### src/rtl/ifu_fetch.sv
// rtl/ifu_fetch.sv - single-issue instruction fetch unit, one instruction in flight
module ifu_fetch #(
    parameter logic [31:0] RESET_PC = 32'h8000_0000,
    parameter int unsigned TIMEOUT  = 255,
    parameter logic [31:0] NOP_INST = 32'h0000_0013
) (
    input  logic        clk,
    input  logic        reset,
    output logic        mem_req_valid,
    input  logic        mem_req_ready,
    output logic [31:0] mem_addr,
    input  logic        mem_resp_valid,
    output logic        mem_resp_ready,
    input  logic [31:0] mem_rdata,
    input  logic        mem_resp_err,
    output logic        inst_valid,
    input  logic        inst_ready,
    output logic [31:0] inst,
    output logic [31:0] pc,
    output logic        fetch_fault,
    input  logic        pc_upd_valid,
    input  logic [31:0] pc_upd,
    output logic [31:0] fetch_cnt
);

    localparam logic [2:0] S_IDLE     = 3'd0;
    localparam logic [2:0] S_REQ      = 3'd1;
    localparam logic [2:0] S_RESP     = 3'd2;
    localparam logic [2:0] S_HOLD     = 3'd3;
    localparam logic [2:0] S_WAIT_UPD = 3'd4;

    logic [2:0]  state;
    logic [31:0] tmo_cnt;
    logic [31:0] tmo_next;
    logic        tmo_hit;
    logic        aligned;

    assign aligned  = (pc[1:0] == 2'b00);
    assign tmo_next = tmo_cnt + 32'd1;
    assign tmo_hit  = (TIMEOUT != 0) && (tmo_next == 32'(TIMEOUT));

    // Handshake strobes depend only on registered state so decode/memory never see input loops.
    assign mem_req_valid  = (state == S_REQ) && aligned;
    assign mem_addr       = pc;
    assign mem_resp_ready = (state == S_RESP);
    assign inst_valid     = (state == S_HOLD);

    always_ff @(posedge clk or negedge reset) begin
        if (!reset) begin
            state       <= S_IDLE;
            pc          <= RESET_PC;
            inst        <= NOP_INST;
            fetch_fault <= 1'b0;
            fetch_cnt   <= 32'd0;
            tmo_cnt     <= 32'd0;
        end else begin
            case (state)
                S_IDLE: begin
                    state <= S_REQ;
                end
                S_REQ: begin
                    if (!aligned) begin
                        inst        <= NOP_INST;
                        fetch_fault <= 1'b1;
                        state       <= S_HOLD;
                    end else if (mem_req_ready) begin
                        tmo_cnt <= 32'd0;
                        state   <= S_RESP;
                    end
                end
                S_RESP: begin
                    // A response in the expiry cycle wins over the timeout.
                    if (mem_resp_valid) begin
                        inst        <= mem_resp_err ? NOP_INST : mem_rdata;
                        fetch_fault <= mem_resp_err;
                        state       <= S_HOLD;
                    end else begin
                        tmo_cnt <= tmo_next;
                        if (tmo_hit) begin
                            inst        <= NOP_INST;
                            fetch_fault <= 1'b1;
                            state       <= S_HOLD;
                        end
                    end
                end
                S_HOLD: begin
                    if (inst_ready) begin
                        fetch_cnt <= fetch_cnt + 32'd1;
                        state     <= S_WAIT_UPD;
                    end
                end
                S_WAIT_UPD: begin
                    if (pc_upd_valid) begin
                        pc          <= pc_upd;
                        fetch_fault <= 1'b0;
                        state       <= S_REQ;
                    end
                end
                default: begin
                    state <= S_IDLE;
                end
            endcase
        end
    end

endmodule
### config.mk
export PLATFORM = sky130hd
export DESIGN_NAME = ifu_fetch
export DESIGN_NICKNAME = d
export VERILOG_FILES = /design/src/rtl/ifu_fetch.sv
export SDC_FILE = /design/constraint.sdc
export NUM_CORES = 1
export LEC_CHECK = 0
export ABC_CLOCK_PERIOD_IN_PS = 2800
export CAP_MARGIN = 20
export CORE_MARGIN = 10
export CORE_UTILIZATION = 44
export CTS_BUF_LIST = sky130_fd_sc_hd__clkbuf_8 sky130_fd_sc_hd__clkbuf_16
export CTS_CLUSTER_DIAMETER = 30
export DETAILED_ROUTE_END_ITERATION = 7
export PLACE_DENSITY = 0.8
export SYNTH_ARGS = -nofsm -noshare
export SYNTH_HDL_FRONTEND = slang
export SYNTH_SLANG_ARGS = --single-unit
### constraint.sdc
create_clock -name clk -period 2.8 [get_ports clk]
set_input_delay 0.7 -clock clk [delete_from_list [all_inputs] [get_ports clk]]
set_output_delay 0.7 -clock clk [all_outputs]
set_load 0.02 [all_outputs]
==> results of run 1 <==
-- per-stage QoR --
stage	total power [mW]	worst slack, ns	area [um^2]	TNS [ns]
3_3_place_gp	6.38	0.0146	9180	0
6_report	8.89	-0.00985	9940	-0.00985
5_1_grt	9.30	-0.0546	9940	-1.03
3_5_place_dp	6.45	-0.0521	9180	-0.784
2_1_floorplan	4.91	0.0217	6990	0
4_1_cts	8.95	0.0117	9840	0
-- flip-flops by register name, summed over array words and instances, names as in the netlist --
signal / flops
fetch_cnt: 32
inst: 32
mem_addr: 32
tmo_cnt: 32
state: 3
fetch_fault: 1
-- worst max-delay path: cells and delay by family, from the launching register on --
kind            cells  cell delay [ns]
fa+ha+maj           1             0.19
buf+inv             1             0.18
flops               1             0.42
simple gates        2             0.59
compound gates      5             1.30
-- kinds of logic (layout without fill, tap and decap cells) --
kind of cell,after synthesis,after routing,synth area share
simple gates,203,203,0.156
buf+inv,92,304,0.0896
fa+ha+maj,3,3,0.00538
compound gates,179,179,0.176
xor+xnor,35,35,0.0439
flops,132,132,0.474
mux,34,34,0.0547
-- routing by layer --
metal | track usage | vias up | share of wire | wire, um
li1 | - | 2851 | - | -
met1 | 0.225 | 2983 | 0.44 | 8650
met2 | 0.297 | 212 | 0.49 | 9780
met3 | 0.0487 | 21 | 0.059 | 1180
met4 | 0.0465 | 0 | 0.012 | 233
met5 | 0 | - | 0 | 0
-- synth_stat cells, drive strengths merged, types with 3 or more instances --
cell type    n  area (um^2)
o31ai        8         60.1
nand2       39          146
ha           3         37.5
xor2         9         78.8
o211ai       3         22.5
nand4       22          165
nor3b        3         22.5
o21ai       51          255
o22ai        5         31.3
inv         11         41.3
dfrtp      128         3200
a31oi       14         87.6
dfstp        4          105
mux2        33          372
a31o        29          254
nor4         6         52.6
nand3       32          160
buf         54          440
nor3         9         45.0
or3          4         25.0
and3        13         82.6
o41ai        3         26.3
xnor2       26          228
and2         3         18.8
a21oi       23          115
nor2        50          188
and4         7         63.8
clkbuf      23         87.6
a22o        29          254
or2          4         25.0
-- timing repair --
item,in CTS,in global routing
resized for setup,6,19
buffers inserted,0,2
endpoints found under the setup margin,31,33
gates cloned,0,0
pin swaps,0,3
-- worst min path at each step --
| stage | startpoint | endpoint | slack, ns | depth (start not counted) |
|---|---|---|---|---|
| after floorplan | reset | fetch_cnt[0]$_DFFE_PN0P_ | 0.40 | 0 |
| final | reset | tmo_cnt[3]$_DFFE_PN0P_ | 0.24 | 1 |
| after global routing | reset | tmo_cnt[3]$_DFFE_PN0P_ | 0.27 | 1 |
| after CTS | reset | tmo_cnt[3]$_DFFE_PN0P_ | 0.25 | 1 |
| after global placement | fetch_cnt[31]$_DFFE_PN0P_ | fetch_cnt[31]$_DFFE_PN0P_ | 0.46 | 1 |
| after detailed placement | fetch_cnt[31]$_DFFE_PN0P_ | fetch_cnt[31]$_DFFE_PN0P_ | 0.46 | 1 |
-- power by group --
group          internal [mW]  leakage [nW]  switching [mW]  total [mW]
registers               2.36          1.75           0.389        2.75
logic                   1.78          2.20            1.90        3.68
clock network           1.62         0.319           0.832        2.46
total                   5.77          4.27            3.12        8.89
-- cell type report --
cell class | instances | area [um^2]
clock inverter | 13 | 203
tap | 211 | 264
sequential | 132 | 3310
inverter | 11 | 41.3
multi-input combinational | 454 | 3160
timing repair buffer | 261 | 2520
clock buffer | 19 | 453
fill | 1202 | 5430
==> flow_summary.yaml, run 1 <==
cts:
  postCtsHoldBufs: 0
  clock-sinks: 132
  htreeDepth: 4
  path_clk_slew_ns: 0.06
  clockBufferDepth: 2
  numCtsBuffers: 17
  cts_root_buffer: "clkbuf_16"
  cts_tree: "built"
  clock_latency_ns: 0.42
layout:
  fin_cells: 1101
  final_net_count: 951
  utilization: 0.647
  area_delta_synth_final_pct: 42.4
  final_common_cell: "clkdlybuf4s50_1"
  antenna_cells: 0
  layout-drive-gt1-share: 0.183
  layout_common_cells: "clkdlybuf4s50_1 (198), dfrtp_1 (126), buf_4 (55)"
worst_setup_path:
  crit_path_end: "inst[22]$_DFFE_PN0P_"
  crit_chain: "ha_4 -> and3_2 -> a21oi_2 -> o21bai_1 -> a2111o_1 -> a2111o_1 -> or3_4 -> buf_12 -> a31o_1"
  start_kind: "register"
  crit_start: "tmo_cnt[0]$_DFFE_PN0P_"
  r2r_start: "tmo_cnt[0]$_DFFE_PN0P_"
  critPathKind: "register to register"
  worstPathRequired_ns: 3.09
  crit_path_end_kind: "register"
  path_common_cell: "a2111o_1"
  cp_slowest_cell: "dfrtp_1"
  rrSetupSlack_ns: -0.01
  r2r_cells: 9
  timing.rr.end: "inst[22]$_DFFE_PN0P_"
  critPathArrivalTime_ns: 3.10
  crit_fanout: 27
  slowest_delay_ns: 0.42
yosys:
  syn_area_um2: 6980
  async_reset_ff_frac: 1.00
  synth_warnings: 0
  synth.distinct_cells: 64
  synth_seq_cells: 132
  synth-edff-count: 0
  avgSynthCellArea_um2: 10.3
  syn_inst: 678
  synth-main-ff-cell: "dfrtp_1"
  yosysSeqAreaShare: 0.474
  syn_nets: 752
die:
  start_util: 0.454
  dieArea_um2: 21300
  core-area_um2: 15400
  die_width_um: 146
  die_y_um: 146
  rows: 45
  ios: 203
min_path:
  hold_class: "input port to asynchronous set/reset pin"
sta:
  rsz0062_at_grt: "yes"
  fmax_mhz: 356
  hold_slack_ns: 0.237
  setup_violations: 1
  fin_crit_ns: 2.81
  setup_ws_ns: -0.00985
  fin_crit_sh: 1.00
  worst_pin_slew_ns: 0.534
  fin_skew_ns: 0.0152
  hold_viol: 0
  drv_slew: 0
  maxSlewHeadroom: 0.644
drt:
  drc: 0
  drt_iter0_markers: 452
  vias: 6067
  antenna_left: 0
  wl_per_cell_um: 18.0
  drtPass1Iterations: 5
  vias_per_cell: 5.51
  wl_mm: 19.8
run_status:
  outcome: "complete, but fails checks"
  failed_checks: "setup timing"
place:
  dp_hpwl_mm: 14.3
  port_buffers: 202
  place_congestion: 0.821
  dpl.cell_count: 1067
pwr:
  p_leak_nw: 4.27
  vdd_drop_max_v: 0.000510
  powerDensity_nw_per_um2: 894
global_route:
  grt_antenna_before_repair: 0
  track_usage: 0.179
  grt_pass1_vias: 5856
  grt_first_pass_wirelength_mm: 31.7
  overflow: 0
  grt_max_degree: 57
run:
  drv_cap: 0
(Power assumes the default switching activity.)
==> run 2: changes to the inputs <==
- ABC_CLOCK_PERIOD_IN_PS: 2800 -> 2300
- CORE_MARGIN: 10 -> 3
- MAX_ROUTING_LAYER: unset -> met4
- clock period: 2.8 -> 2.3 ns (I/O delays scaled with it)
==> flow_summary.yaml, run 2 (same netlist as run 1, synthesis figures left out) <==
die:
  rows: 45
  ios: 203
  die_y_um: 132
  dieArea_um2: 17400
  die_width_um: 132
  core-area_um2: 15400
  start_util: 0.454
worst_setup_path:
  critPathArrivalTime_ns: 3.05
  path_buf_inv: 1
  start_kind: "register"
  r2r_cells: 8
  crit_family: "simple AND/OR/NAND/NOR gates"
  rrSetupSlack_ns: -0.44
  crit_path_end_kind: "register"
  crit_fanout: 33
  slowest_delay_ns: 0.58
  cp_slowest_cell: "or4_4"
  critPathKind: "register to register"
  timing.rr.end: "inst[27]$_DFFE_PN0P_"
  worstPathRequired_ns: 2.61
  crit_chain: "nand4_4 -> or4_4 -> nor4b_4 -> o31ai_1 -> a2111o_1 -> or3_4 -> buf_12 -> a31o_2"
  r2r_start: "tmo_cnt[4]$_DFFE_PN0P_"
layout:
  fin_cells: 1165
  final_common_cell: "clkdlybuf4s50_1"
  area_delta_synth_final_pct: 49.3
  layout-drive-gt1-share: 0.239
  final_net_count: 1015
  layout_common_cells: "clkdlybuf4s50_1 (197), dfrtp_1 (127), buf_4 (115)"
  antenna_cells: 0
  final_cell_area_um2: 10400
sta:
  tns_ns: -13.47
  worst_pin_slew_ns: 0.490
  setup_violations: 34
  fin_crit_sh: 1.19
  hold_viol: 0
  fmax_mhz: 365
  fin_skew_ns: 0.0152
  drv_slew: 0
  setup_ws_ns: -0.437
  rsz0062_at_grt: "yes"
  fin_crit_ns: 2.74
  maxSlewHeadroom: 0.673
drt:
  drtPass1Iterations: 4
  antenna_left: 0
  wl_mm: 19.1
  drc: 0
  vias_per_cell: 5.36
  vias: 6241
  drt_iter0_markers: 301
  wl_per_cell_um: 16.4
place:
  dp_hpwl_mm: 13.8
  dpl.cell_count: 1124
  place_area_um2: 9650
  port_buffers: 202
  place_congestion: 0.908
global_route:
  track_usage: 0.220
  grt_first_pass_wirelength_mm: 30.8
  grt_pass1_vias: 6065
  grt_max_degree: 52
  overflow: 0
  grt_antenna_before_repair: 0
pwr:
  powerDensity_nw_per_um2: 1030
  seq_power_share: 0.311
  p_total_mw: 10.7
  p_leak_nw: 4.58
  clockPowerShare: 0.261
  vdd_drop_max_v: 0.000580
  power_frac_comb: 0.428
  swShare: 0.350
  netSwitchingPower_mw: 3.75
  intPower_mw: 6.98
cts:
  clock_latency_ns: 0.42
  postCtsHoldBufs: 0
  path_clk_slew_ns: 0.06
  clock-sinks: 132
  htreeDepth: 4
  cts_tree: "built"
  numCtsBuffers: 17
  clockBufferDepth: 2
  cts_root_buffer: "clkbuf_16"
min_path:
  hold_class: "input port to asynchronous set/reset pin"
run_status:
  failed_checks: "setup timing"
  outcome: "complete, but fails checks"
run:
  drv_cap: 0
run 2: layout make-up:
| cell class | count | area (um^2) |
|---|---|---|
| sequential | 132 | 3310 |
| clock buffer | 17 | 425 |
| tap | 211 | 264 |
| timing repair buffer | 325 | 3040 |
| multi-input combinational | 454 | 3160 |
| fill | 1117 | 4950 |
| clock inverter | 15 | 190 |
| inverter | 11 | 41.3 |
run 2: routing by layer:
| layer | track usage | vias up | share of wire | wire, um |
|---|---|---|---|---|
| met5 | - | - | 0 | 0 |
| met4 | 0.0560 | 0 | 0.019 | 354 |
| met3 | 0.0481 | 28 | 0.049 | 936 |
| met2 | 0.373 | 205 | 0.51 | 9630 |
| met1 | 0.269 | 3015 | 0.43 | 8150 |
| li1 | - | 2993 | - | - |
run 2: worst max-delay path by stage:
stage	startpoint	end	slack, ns	cells past startpoint
final	tmo_cnt[4]$_DFFE_PN0P_	inst[27]$_DFFE_PN0P_	-0.44	8
after global routing	tmo_cnt[15]$_DFFE_PN0P_	inst[25]$_DFFE_PN0P_	-0.56	10
after CTS	tmo_cnt[4]$_DFFE_PN0P_	inst[26]$_DFFE_PN0P_	-0.41	8
after detailed placement	inst_ready	fetch_cnt[31]$_DFFE_PN0P_	-0.57	8
after global placement	inst_ready	fetch_cnt[31]$_DFFE_PN0P_	-0.56	8
after floorplan	tmo_cnt[1]$_DFFE_PN0P_	inst[19]$_DFFE_PN0P_	-0.46	10
run 2: timing repair:
action | CTS | global route
pin swaps | 1 | 8
endpoints found under the setup margin | 40 | 38
setup buffers | 4 | 5
gates resized for setup | 20 | 13
run 2: through the flow:
step                      hold WS [ns]  worst slack, ns   util
after floorplan                  0.279           -0.461      -
after detailed placement         0.476           -0.572  0.628
after global routing             0.121           -0.555  0.678
after global placement           0.456           -0.558  0.628
after CTS                        0.110           -0.411  0.672
final                           0.0935           -0.437  0.678
run 2: worst register-to-register path, delay by kind of cell, from the launching register on:
| kind | cells | cell delay (ns) |
|---|---|---|
| simple gates | 4 | 1.28 |
| compound gates | 3 | 0.78 |
| buf+inv | 1 | 0.17 |
| flops | 1 | 0.40 |
run 2: power groups by stage:
stage / clock, mW / sequential [mW] / combinational, mW
6_report: 2.80 / 3.34 / 4.60
3_3_place_gp: 0 / 3.34 / 4.50
2_1_floorplan: 0 / 3.85 / 2.12
4_1_cts: 2.85 / 3.34 / 4.62
3_5_place_dp: 0 / 3.36 / 4.58
5_1_grt: 2.94 / 3.42 / 4.89
